File: config.mk
export PLATFORM = sky130hd
export DESIGN_NAME = serial_compliment_rx
export DESIGN_NICKNAME = d
export VERILOG_FILES = /design/src/rtl/serial_compliment_rx.sv
export SDC_FILE = /design/constraint.sdc
export NUM_CORES = 1
export LEC_CHECK = 0
export BUFFER_PORTS_ARGS = -buffer_cell sky130_fd_sc_hd__buf_4
export CORE_MARGIN = 4
export CORE_UTILIZATION = 40
export DETAILED_ROUTE_END_ITERATION = 16
export HOLD_SLACK_MARGIN = 0.02
export PLACE_DENSITY = 0.59
export SLEW_MARGIN = 10
export SYNTH_ARGS = -nofsm -noshare
export SYNTH_HDL_FRONTEND = slang
export SYNTH_SLANG_ARGS = --single-unit
File: constraint.sdc
create_clock -name clk -period 1.35 [get_ports clk]
set_input_delay 0.0675 -clock clk [delete_from_list [all_inputs] [get_ports clk]]
set_output_delay 0.0675 -clock clk [all_outputs]
set_load 0.02 [all_outputs]
File: src/rtl/serial_compliment_rx.sv
// Bit-serial receive-side two's complementer: LSB-first frames in, parallel
// two's-complement word out with a one-cycle valid pulse and zero/overflow flags.
module serial_compliment_rx #(
    parameter int WIDTH = 4,
    parameter int CNT_W = 3
) (
    input  logic             clk,
    input  logic             set,
    input  logic             in_valid,
    input  logic             in_first,
    input  logic             in_bit,
    output logic [WIDTH-1:0] out_word,
    output logic             out_valid,
    output logic             out_ovf,
    output logic             out_zero,
    output logic             busy
);

    localparam logic [0:0] IDLE  = 1'b0;
    localparam logic [0:0] SHIFT = 1'b1;

    logic [0:0]       state;
    logic [CNT_W-1:0] count;
    logic             seen_one;
    logic [WIDTH-1:0] sr;

    logic             restart;
    logic             accept;
    logic             last;
    logic             seen_cur;
    logic             seen_next;
    logic             obit;
    logic [WIDTH-1:0] sr_next;

    // A frame marker restarts the complement rule from this bit, in either state.
    always_comb begin
        restart   = in_valid & in_first;
        accept    = in_valid & (in_first | (state == SHIFT));
        last      = in_valid & ~in_first & (state == SHIFT) &
                    (count == CNT_W'(WIDTH - 1));
        seen_cur  = restart ? 1'b0 : seen_one;
        obit      = seen_cur ? ~in_bit : in_bit;
        seen_next = seen_cur | in_bit;
        sr_next   = {obit, sr[WIDTH-1:1]};
    end

    always_ff @(posedge clk) begin
        if (set) begin
            state     <= IDLE;
            count     <= '0;
            seen_one  <= 1'b0;
            sr        <= '0;
            out_word  <= '0;
            out_valid <= 1'b0;
            out_ovf   <= 1'b0;
            out_zero  <= 1'b0;
        end else begin
            out_valid <= 1'b0;
            if (accept) begin
                sr       <= sr_next;
                seen_one <= seen_next;
                if (restart) begin
                    count <= CNT_W'(1);
                    state <= SHIFT;
                end else if (last) begin
                    count     <= '0;
                    state     <= IDLE;
                    out_word  <= sr_next;
                    out_valid <= 1'b1;
                    out_zero  <= ~seen_next;
                    out_ovf   <= in_bit & ~seen_one;
                end else begin
                    count <= count + CNT_W'(1);
                end
            end
        end
    end

    assign busy = (state == SHIFT);

endmodule

Word level (Yosys, flattened, before mapping)
Index checks and enable logic that the tools add are counted.
{"block": "word_totals", "elab_cells": 35, "output_inout_bits": 8, "reg_bits": 16, "input_bits": 5}
{"block": "classes", "add_sub_neg": 1, "reduce_logical": 4, "n_bitwise": 14, "mux": 7, "eq_ne": 1}
{"op": "$and A1 B1 Y1", "count": 6}
{"op": "$mux W3", "count": 2}
{"op": "$not A1 Y1", "count": 6}
{"op": "$mux W1", "count": 5}
{"op": "$add A3 B1 Y3 const B", "count": 1}
{"op": "$eq A3 B2 Y1 const B", "count": 1}
{"op": "$reduce_and A3 Y1", "count": 1}
{"op": "$reduce_or A3 Y1", "count": 1}
{"op": "$or A1 B1 Y1", "count": 2}
{"op": "$reduce_and A2 Y1", "count": 1}
{"op": "$reduce_bool A2 Y1", "count": 1}

Longest topological paths before layout
Gate-level depths: netlist (run 1).
{"block": "depth", "ltp_word": 6, "ltp_mapped": 6, "depth_no_buf": 5}

Worst setup path before layout (run 1)
Ideal clock, no wire load.
{"block": "synth_path", "path_type": "flip-flop to flip-flop", "startpoint": "reg state, in the netlist busy", "endpoint": "reg out_word[0]", "setup_slack_ns": 0.220, "required_ns": 1.218, "t_arrival_ns": 0.998, "n_path_buf": 0, "stages_incl_launch_ff": 4, "period_less_slack_ns": 1.130, "cell_sequence": "dfxtp_1 > nand2_1 > o31ai_1 > a21oi_1"}
{"block": "synth_between", "elab_chain_len": 3}
{"element": "start: declaration", "line_no": "22", "rtl": "logic [0:0] state;"}
{"element": "start signal: assignment", "line_no": "49", "rtl": "state <= IDLE;"}
{"element": "start signal: assignment", "line_no": "64", "rtl": "state <= SHIFT;"}
{"element": "start signal: assignment", "line_no": "67", "rtl": "state <= IDLE;"}
{"element": "$or A1 B1 Y1 or $and A1 B1 Y1 (tied branches)", "line_no": "38, 39"}
{"element": "$and A1 B1 Y1, on equally long branches", "line_no": "38, 39"}
{"element": "$reduce_and A3 Y1 (no line) *"}
{"element": "end signal: assignment", "line_no": "68", "rtl": "out_word <= sr_next;"}
{"element": "end: declaration", "line_no": "12", "rtl": "output logic [WIDTH-1:0] out_word,"}
Mark *: on every way between the ends. The rest lies on a longest branch, timed or not.
A chain may end at the register's enable or synchronous reset.

Final worst setup path (run 1)
{"block": "layout_path", "startpoint": "reg count[0]", "endpoint": "reg out_word[0]"}
{"block": "layout_between", "elab_chain_len": 3}
{"element": "start: declaration", "line_no": "23", "rtl": "logic [CNT_W-1:0] count;"}
{"element": "start signal: assignment", "line_no": "73", "rtl": "count <= count + CNT_W'(1);"}
{"element": "$eq A3 B2 Y1", "line_no": "40", "rtl": "(count == CNT_W'(WIDTH - 1));"}
{"element": "$and A1 B1 Y1", "line_no": "39", "rtl": "last = in_valid & ~in_first & (state == SHIFT) &"}
{"element": "$reduce_and A3 Y1 (no line)"}
Every way passes these cells.

==> run_results.csv, run 1 <==
group,metric,value,unit
route,dr.pass1.iters,4,
timing,slew_viol_final,0,
clock_tree,clk_pin_slew_worst_paths,80,ps
synthesis,synth-edff-count,0,
run_status,outcome,"finished, final reports clean",
cells_and_area,multi_input_area,300.3,um2
synthesis,avgSynthCellArea,9.023,um2
floorplan,rows,14,
worst_setup_path,crit_chain,"ha_1 -> nand2b_2 -> o31ai_1 -> a21oi_1",
synthesis,async_flop_share,0,%
timing,rsz0062_at_grt,"no",
synthesis,yosys_warnings,0,
worst_setup_path,path_max_fanout,8,
worst_setup_path,path_delay_family,"flip-flops",
pwr,power_density,1025,nW/um2
timing,whs,67.78,ps
timing,period_needed,1168,ps
placed_design,gp_congestion,0.7473,
synthesis,synthCells,71,
placed_design,dp_hpwl,940.6,um
placed_design,portBuffers,12,
placed_design,place_ws,140.0,ps
pwr,swShare,23.49,%
global_routing,antenna_found_initial,0,
floorplan,start_util,42.52,%
pwr,p_comb_share,9.2,%
cells_and_area,area_growth,18.55,%
global_routing,grt_pass1_wl,2118,um
route,wl_per_cell,12.83,um
timing,max_slew_margin,76.96,%
worst_setup_path,critPathMaxStageDelay,360,ps
pwr,netSwitchingPower,0.0001828,W
cells_and_area,stdcell_count,100,
worst_setup_path,critical_path_class,"reg2reg",
timing,finalSetupTns,0,ps
worst_setup_path,worstPathRequired,1520,ps
floorplan,die_x,48.02,um
worst_setup_path,cp.arrival,1330,ps
worst_setup_path,crit_buf_inv,0,
floorplan,ios,13,
global_routing,overflow,0,
pwr,pwr-share-seq,59.3,%
route,drtIter0Drc,6,
timing,final.setup_skew,1.006,ps
placed_design,dp.cells,96,
synthesis,yosysUniqueCellTypes,25,
worst_setup_path,cp_slowest_cell,"dfxtp_1",
floorplan,fp.coreArea,1506,um2
synthesis,syn_area,640.6,um2
clock_tree,cts_tree,"yes",
clock_tree,clk_latency,270,ps
global_routing,grtUsageTotal,13.26,%
floorplan,die_h,48.02,um
timing,setup_viol,0,
clock_tree,clk_path_buf_depth,2,
route,final_antenna_net_count,0,
timing,hold_viol,0,
timing,timing.final.crit_share,86.49,%
pwr,p_clk_share,31.5,%
pwr,intPower,0.0005956,W
route,drt_wl_total,1283,um
timing,clock.fmax,856.5,MHz
route,viasPerCell,5.640,
clock_tree,htreeDepth,1,
cells_and_area,utilization,50.42,%
pwr,peakVddDrop,0.7832,mV
cells_and_area,fillerInstances,161,
cells_and_area,antenna_cells,0,
global_routing,grt_pass1_vias,457,
timing,worstMarginPinSlew,345.6,ps
worst_setup_path,cp-end-kind,"flip-flop",
clock_tree,cts-root-buf,"clkbuf_4",
timing,worst_slack,182.4,ps
worst_setup_path,crit_path_start_kind,"flip-flop",
pwr,p_leak,0.3338,nW
cells_and_area,final-seq-area,300.3,um2
synthesis,ys_ff_latch,15,
cells_and_area,drive_gt1_share,21.43,%
route,drt_drc_violations_left,0,
synthesis,syn-num-nets,78,
worst_hold_path,hold_path.class,"in2reg",
run,max_cap_violations,0,
synthesis,seq_area_frac_synth,46.88,%
clock_tree,cts_hold_buffers,0,
cells_and_area,fin_nets,92,
route,num_vias,564,
floorplan,dieArea,2306,um2
global_routing,grt_max_degree,15,
clock_tree,cts_buffers,3,
synthesis,ys.flop_type,"dfxtp_1",
clock_tree,clock-sinks,15,
[synth_stat cells, drive strengths merged (2+ instances only)]
cell	number	area [um2]
o21ai	3	18.77
dfxtp	15	300.3
nand2	5	18.77
inv	4	15.01
a21oi	8	40.04
ha	2	25.02
buf	3	23.77
mux2i	3	30.03
nand3	7	35.03
o31ai	6	45.04
nor2	4	15.01
[sequential cells by signal, indices dropped and copies added, names as in the netlist]
register / cells
seen_one: 1
sr: 3
out_zero: 1
out_word: 4
out_ovf: 1
busy: 1
count: 3
out_valid: 1
[layout make-up]
| type | instances | share of cell area, % |
|---|---|---|
| well taps | 16 | 2.636 |
| flip-flops and latches | 15 | 39.54 |
| multi-input cells | 48 | 39.54 |
| repair buffers | 13 | 12.85 |
| inverters | 4 | 1.977 |
| clock buffers | 4 | 3.460 |
[path summary, 6_finish.rpt]
kind	start	to	slack, ps	cells past startpoint
setup / recovery	count[0]$_SDFFE_PP0N_	out_word[0]$_SDFFE_PP0P_	180	4
hold / removal	set	busy$_SDFFE_PP0P_	70	2
hold reg to reg	out_ovf$_SDFFE_PP0P_	out_ovf$_SDFFE_PP0P_	460	2
setup reg to reg	count[0]$_SDFFE_PP0N_	out_word[0]$_SDFFE_PP0P_	180	4
[metal layers]
layer / vias up / track usage [%] / routed length, um
li1: 279 / - / -
met1: 259 / 18.71 / 558
met2: 24 / 18.47 / 571
met3: 2 / 5.639 / 138
met4: 0 / 3.226 / 14
met5: - / 0 / 0
[power by group through the flow]
stage | logic [W] | clock network, W | registers, W
floorplan | 0.0000461 | 0 | 0.000473
global placement | 0.0000713 | 0 | 0.000472
detailed placement | 0.0000715 | 0 | 0.000472
CTS | 0.0000716 | 0.000258 | 0.000462
global route | 0.0000791 | 0.000289 | 0.000464
finish | 0.0000715 | 0.000245 | 0.000462
[repair_timing]
action,in CTS,in global routing
resized for setup,0,1
setup buffers,0,0
setup endpoints to repair,0,2
[placed cells by master, fill, tap and decap left out]
| master | synthesis | final |
|---|---|---|
| nor3_1 | 1 | 1 |
| o211a_1 | 1 | 1 |
| a22oi_1 | 1 | 1 |
| a31oi_1 | 1 | 1 |
| clkbuf_1 | 1 | 1 |
| or2_1 | 1 | 1 |
| o31ai_1 | 6 | 6 |
| nand2_1 | 5 | 5 |
| nor2b_1 | 1 | 1 |
| o21ai_2 | 1 | 1 |
| ha_1 | 2 | 2 |
| o21ai_0 | 2 | 2 |
| nor2_1 | 4 | 4 |
| mux2i_1 | 3 | 3 |
| inv_1 | 4 | 4 |
| and3_1 | 1 | 1 |
| nand3_1 | 7 | 7 |
| clkbuf_4 | 0 | 3 |
| dfxtp_1 | 15 | 15 |
| nor3b_1 | 1 | 1 |
| and3b_1 | 1 | 1 |
| a21oi_1 | 8 | 8 |
| buf_4 | 1 | 13 |
| nand2b_2 | 0 | 1 |
[stage by stage]
stage	cell area, um2	total power, W
2_1_floorplan	640.6	0.0005188
3_3_place_gp	730.7	0.0005437
3_5_place_dp	730.7	0.0005437
4_1_cts	757.0	0.0007913
5_1_grt	759.5	0.0008317
6_report	759.5	0.0007784
[cell families after synthesis]
group	synth area share, %
compound gates	19.92
fa+ha+maj	3.906
buf+inv	6.639
flops	46.88
mux	4.688
simple gates	17.97
No activity file was read; power rests on OpenSTA's default activity.
==> run 2, diff against run 1 <==
REMOVE_ABC_BUFFERS = 1   (was default)
SLEW_MARGIN = 30   (was 10)
==> run 2 against run 1 <==
Compared with the run above:
- sequential power is essentially flat
- sequential cell count stayed put
- cell area did not move
- sequential share of layout area unchanged
- final cell count is the same
- highest routed layer unchanged
- largest cell class unchanged
- global-route usage up 0.15 points
- via count decreased by 7.3%
==> run_results.csv, run 2 (synthesized netlist as in run 1, its figures left out) <==
group,metric,value,unit
cells_and_area,area_growth,18.55,%
cells_and_area,antenna_cells,0,
timing,worstMarginPinSlew,368.0,ps
worst_setup_path,crit_path_start_kind,"flip-flop",
worst_setup_path,path_max_fanout,8,
placed_design,dp_hpwl,908.4,um
timing,finalSetupTns,0,ps
cells_and_area,fin_nets,92,
cells_and_area,final_common_cell,"dfxtp_1",
floorplan,rows,14,
route,drt_drc_violations_left,0,
worst_hold_path,hold_path.class,"in2reg",
global_routing,overflow,0,
cells_and_area,fillerInstances,149,
cells_and_area,fin_area,759.5,um2
run,max_cap_violations,0,
route,num_vias,523,
pwr,power_density,1047,nW/um2
floorplan,dieArea,2306,um2
route,drt_wl_total,1294,um
clock_tree,cts-root-buf,"clkbuf_4",
route,viasPerCell,5.230,
clock_tree,cts_setup_buffers,0,
global_routing,grt_pass1_wl,2083,um
route,wirelength_met1,625,um
cells_and_area,top_regs,"out_word (4), count (3), sr (3)",
clock_tree,htreeDepth,1,
placed_design,dpl_cell_area,730.7,um2
global_routing,antenna_found_initial,0,
worst_setup_path,cp.arrival,1370,ps
placed_design,portBuffers,12,
clock_tree,cts_tree,"yes",
timing,hold_viol,0,
worst_setup_path,regToRegSetupSlack,160,ps
clock_tree,clk_path_buf_depth,2,
worst_hold_path,whs_endpoint,"out_word[1]$_SDFFE_PP0P_",
timing,final.setup_skew,4.011,ps
clock_tree,clk_pin_slew_worst_paths,90,ps
worst_setup_path,worstPathRequired,1530,ps
placed_design,place_ws,149.8,ps
cells_and_area,regMostFlops,"out_word",
route,highest-signal-layer,"met4",
clock_tree,clk_latency,290,ps
route,dr.pass1.iters,6,
floorplan,die_x,48.02,um
pwr,peakVddDrop,0.5168,mV
worst_setup_path,critical_path_class,"reg2reg",
cells_and_area,drive_gt1_share,21.43,%
global_routing,grtUsageTotal,13.41,%
timing,max_slew_margin,75.47,%
timing,worst_slack,156.8,ps
route,drtIter0Drc,10,
route,dr_wl_met2,581,um
cells_and_area,final_cell_mix,"15 x dfxtp_1, 13 x buf_4, 8 x a21oi_1",
timing,clock.fmax,838.1,MHz
global_routing,grt_max_degree,15,
route,wl_met3,64,um
worst_setup_path,critPathLaunch,"count[0]$_SDFFE_PP0N_",
run_status,outcome,"finished, final reports clean",
timing,rsz0062_at_grt,"no",
clock_tree,clock-sinks,15,
worst_setup_path,r2r_cells,4,
timing,timing.final.crit_share,88.39,%
floorplan,fp.coreArea,1506,um2
global_routing,grt_pass1_vias,461,
timing,period_needed,1193,ps
placed_design,gp_congestion,0.7606,
clock_tree,cts_buffers,3,
cells_and_area,largest_reg_flops,4,
route,wl_per_cell,12.94,um
worst_hold_path,hp-start,"set",
route,final_antenna_net_count,0,
timing,setup_viol,0,
floorplan,start_util,42.52,%
floorplan,ios,13,
clock_tree,cts_hold_buffers,0,
pwr,p_leak,0.3338,nW
floorplan,die_h,48.02,um
timing,slew_viol_final,0,
worst_setup_path,rr_endpoint,"out_word[3]$_SDFFE_PP0P_",
worst_setup_path,cp-end-kind,"flip-flop",
worst_setup_path,worstReg2RegStart,"count[0]$_SDFFE_PP0N_",
worst_hold_path,hold-path-cell-count,2,
==> run 2: cell counts in the layout (fill, tap and decap cells not counted) <==
Identical to the previous run, type by type.
==> run 2: worst max-delay path: stages, from the launching register on <==
cell	delay, ps
dfxtp_1	370
ha_1	210
nand2b_2	130
o31ai_1	270
a21oi_1	100
==> run 2: layout make-up <==
cell class                 instances  area [um2]  share of cell area [%]
clock buffer                       4       26.28                   3.460
inverter                           4       15.01                   1.977
multi-input combinational         48       300.3                   39.54
sequential                        15       300.3                   39.54
tap                               16       20.02                   2.636
timing repair buffer              13       97.59                   12.85
==> run 2: layer usage <==
layer	track usage (%)	vias up
li1	-	278
met1	18.49	232
met2	18.47	10
met3	4.511	3
met4	6.452	0
met5	0	-
==> run 2: worst max path at each step <==
stage / end / slack [ps] / cells past startpoint
finish: out_word[3]$_SDFFE_PP0P_ / 160 / 4
global route: out_word[1]$_SDFFE_PP0P_ / 80 / 4
CTS: out_word[3]$_SDFFE_PP0P_ / 110 / 4
detailed placement: out_word[3]$_SDFFE_PP0P_ / 150 / 4
global placement: out_word[3]$_SDFFE_PP0P_ / 160 / 4
floorplan: out_word[0]$_SDFFE_PP0P_ / 230 / 3
==> run 2: per-stage QoR <==
stage               cells  hold slack (ps)  total power [W]  util [%]
finish                100            46.46        0.0007955     50.42
global route          100            52.41        0.0008280     50.42
CTS                   100            50.62        0.0007983     50.25
detailed placement     96            357.4        0.0005424     48.50
global placement       96            355.0        0.0005433     48.50
floorplan              67            136.6        0.0005081         -
==> run 2: power by group <==
group / switching, W / internal [W] / leakage, nW
clock network: 0.000148 / 0.000115 / 0.0150
registers: 0.0000102 / 0.000452 / 0.122
logic: 0.0000411 / 0.0000284 / 0.197
total: 0.000200 / 0.000596 / 0.334
==> run 2: repair_timing <==
item                                    CTS  global route
endpoints found under the setup margin    0             1
endpoints found under the hold margin     0             0
resized for setup                         0             1
==> run 3, diff against run 2 <==
CELL_PAD_IN_SITES_DETAIL_PLACEMENT = 1   (was default)
CELL_PAD_IN_SITES_GLOBAL_PLACEMENT = 1   (was default)
CORE_UTILIZATION = 38   (was 40)
PLACE_DENSITY = 0.72   (was 0.59)
==> run 3 against run 2 <==
Compared with the run above:
- utilization shrank 0.42 points
- fmax decreased by 3.2%
- worst setup slack worse by 39 ps
- sequential cell count did not move
- die area grew 4.4%
- global-route usage up 1.2 points
- clock power about the same
- combinational power is 4.9% higher
- clock skew up 3.3 ps
- sequential share of layout area shrank 0.58 points
- clock-buffer cell count fell by 1
==> run_results.csv, run 3 (synthesized netlist as in run 1, its figures left out) <==
group,metric,value,unit
clock_tree,htreeDepth,1,
clock_tree,cts_setup_buffers,0,
route,final_antenna_net_count,0,
placed_design,portBuffers,12,
route,dr.pass1.iters,4,
worst_setup_path,path_max_fanout,8,
pwr,peakVddDrop,0.6014,mV
route,drtIter0Drc,9,
cells_and_area,largest_reg_flops,4,
floorplan,ios,13,
run,max_cap_violations,0,
floorplan,start_util,41.56,%
timing,timing.final.crit_share,91.26,%
global_routing,grt_max_degree,15,
worst_setup_path,cp.arrival,1410,ps
global_routing,grt_pass1_wl,2739,um
timing,clock.fmax,811.6,MHz
route,drt_wl_total,1515,um
floorplan,dieArea,2407,um2
route,drt_drc_violations_left,0,
global_routing,overflow,0,
worst_setup_path,critical_path_class,"reg2reg",
placed_design,dp.cells,96,
timing,rsz0062_at_grt,"no",
cells_and_area,area_growth,20.31,%
cells_and_area,regMostFlops,"out_word",
global_routing,grtUsageTotal,14.58,%
route,viasPerCell,5.510,
worst_setup_path,crit_path_start_kind,"flip-flop",
global_routing,antenna_found_initial,0,
global_routing,grt_pass1_vias,571,
pwr,power.total,0.0007967,W
clock_tree,cts_buffers,3,
route,num_vias,551,
timing,whs,53.80,ps
clock_tree,clock-sinks,15,
timing,final.setup_skew,7.280,ps
worst_hold_path,hold_path.class,"in2reg",
pwr,p_leak,0.3375,nW
worst_setup_path,cp-end-kind,"flip-flop",
cells_and_area,final_cell_mix,"15 x dfxtp_1, 13 x buf_4, 8 x a21oi_1",
placed_design,dp_hpwl,1077,um
timing,setup_viol,0,
pwr,pwr-share-seq,58.1,%
cells_and_area,drive_gt1_share,25.00,%
cells_and_area,stdcell_count,100,
cells_and_area,top_regs,"out_word (4), count (3), sr (3)",
clock_tree,clk_pin_slew_worst_paths,100,ps
timing,hold_viol,0,
timing,period_needed,1232,ps
floorplan,rows,14,
timing,finalSetupTns,0,ps
pwr,p_clk_share,32.7,%
clock_tree,clk_latency,280,ps
cells_and_area,utilization,50.00,%
route,wl_per_cell,15.15,um
timing,max_slew_margin,73.87,%
pwr,power_density,1034,nW/um2
placed_design,gp_congestion,0.7596,
clock_tree,cts-resized-gates,0,
clock_tree,cts_tree,"yes",
timing,slew_viol_final,0,
floorplan,die_x,49.06,um
cells_and_area,antenna_cells,0,
pwr,intPower,0.0005910,W
clock_tree,cts_hold_buffers,0,
timing,worstMarginPinSlew,391.9,ps
run_status,outcome,"finished, final reports clean",
worst_setup_path,worstPathRequired,1530,ps
clock_tree,cts-root-buf,"clkbuf_4",
pwr,swShare,25.83,%
cells_and_area,fin_nets,92,
pwr,netSwitchingPower,0.0002058,W
cells_and_area,final_common_cell,"dfxtp_1",
clock_tree,clk_path_buf_depth,2,
floorplan,die_h,49.06,um
floorplan,fp.coreArea,1541,um2
pwr,p_comb_share,9.2,%
## run 3: final cells by class
cell class	count	area [um2]
inverters	4	15.01
flip-flops and latches	15	300.3
well taps	16	20.02
fillers	198	770.7
clock inverters	1	5.005
clock buffers	3	22.52
repair buffers	13	97.59
multi-input cells	48	310.3
## run 3: path summary, 6_finish.rpt
kind	startpoint	to	slack, ps	cells past startpoint
worst min register to register	count[2]$_SDFFE_PP0N_	count[2]$_SDFFE_PP0N_	470	1
worst min-delay path	set	out_word[3]$_SDFFE_PP0P_	50	2
worst max register to register	count[0]$_SDFFE_PP0N_	out_word[3]$_SDFFE_PP0P_	120	4
worst max-delay path	count[0]$_SDFFE_PP0N_	out_word[3]$_SDFFE_PP0P_	120	4
## run 3: layer usage
metal / global-route usage (%) / part of all wire [%] / vias up
li1: - / - / 277
met1: 19.44 / 48 / 263
met2: 21.24 / 47 / 9
met3: 3.364 / 3.6 / 2
met4: 8.072 / 0.86 / 0
met5: 0 / 0 / -
## run 3: power by group through the flow
| stage | clock (W) | sequential (W) | combinational [W] |
|---|---|---|---|
| final | 0.000261 | 0.000463 | 0.0000729 |
| after global routing | 0.000304 | 0.000465 | 0.0000827 |
| after CTS | 0.000279 | 0.000463 | 0.0000727 |
| after detailed placement | 0 | 0.000473 | 0.0000720 |
| after global placement | 0 | 0.000472 | 0.0000719 |
| after floorplan | 0 | 0.000473 | 0.0000354 |
## run 3: stage by stage
step	worst slack [ps]	area (um2)
3_5_place_dp	122.2	730.7
3_3_place_gp	149.4	730.7
6_report	117.9	770.7
4_1_cts	68.15	758.2
5_1_grt	36.44	770.7
2_1_floorplan	229.7	613.1
## run 3: worst max-delay path, cell delays in order (launching register included)
cell and delay (ps):
dfxtp_1 380, ha_1 230, nand2b_2 150, o31ai_1 280, a21oi_1 100
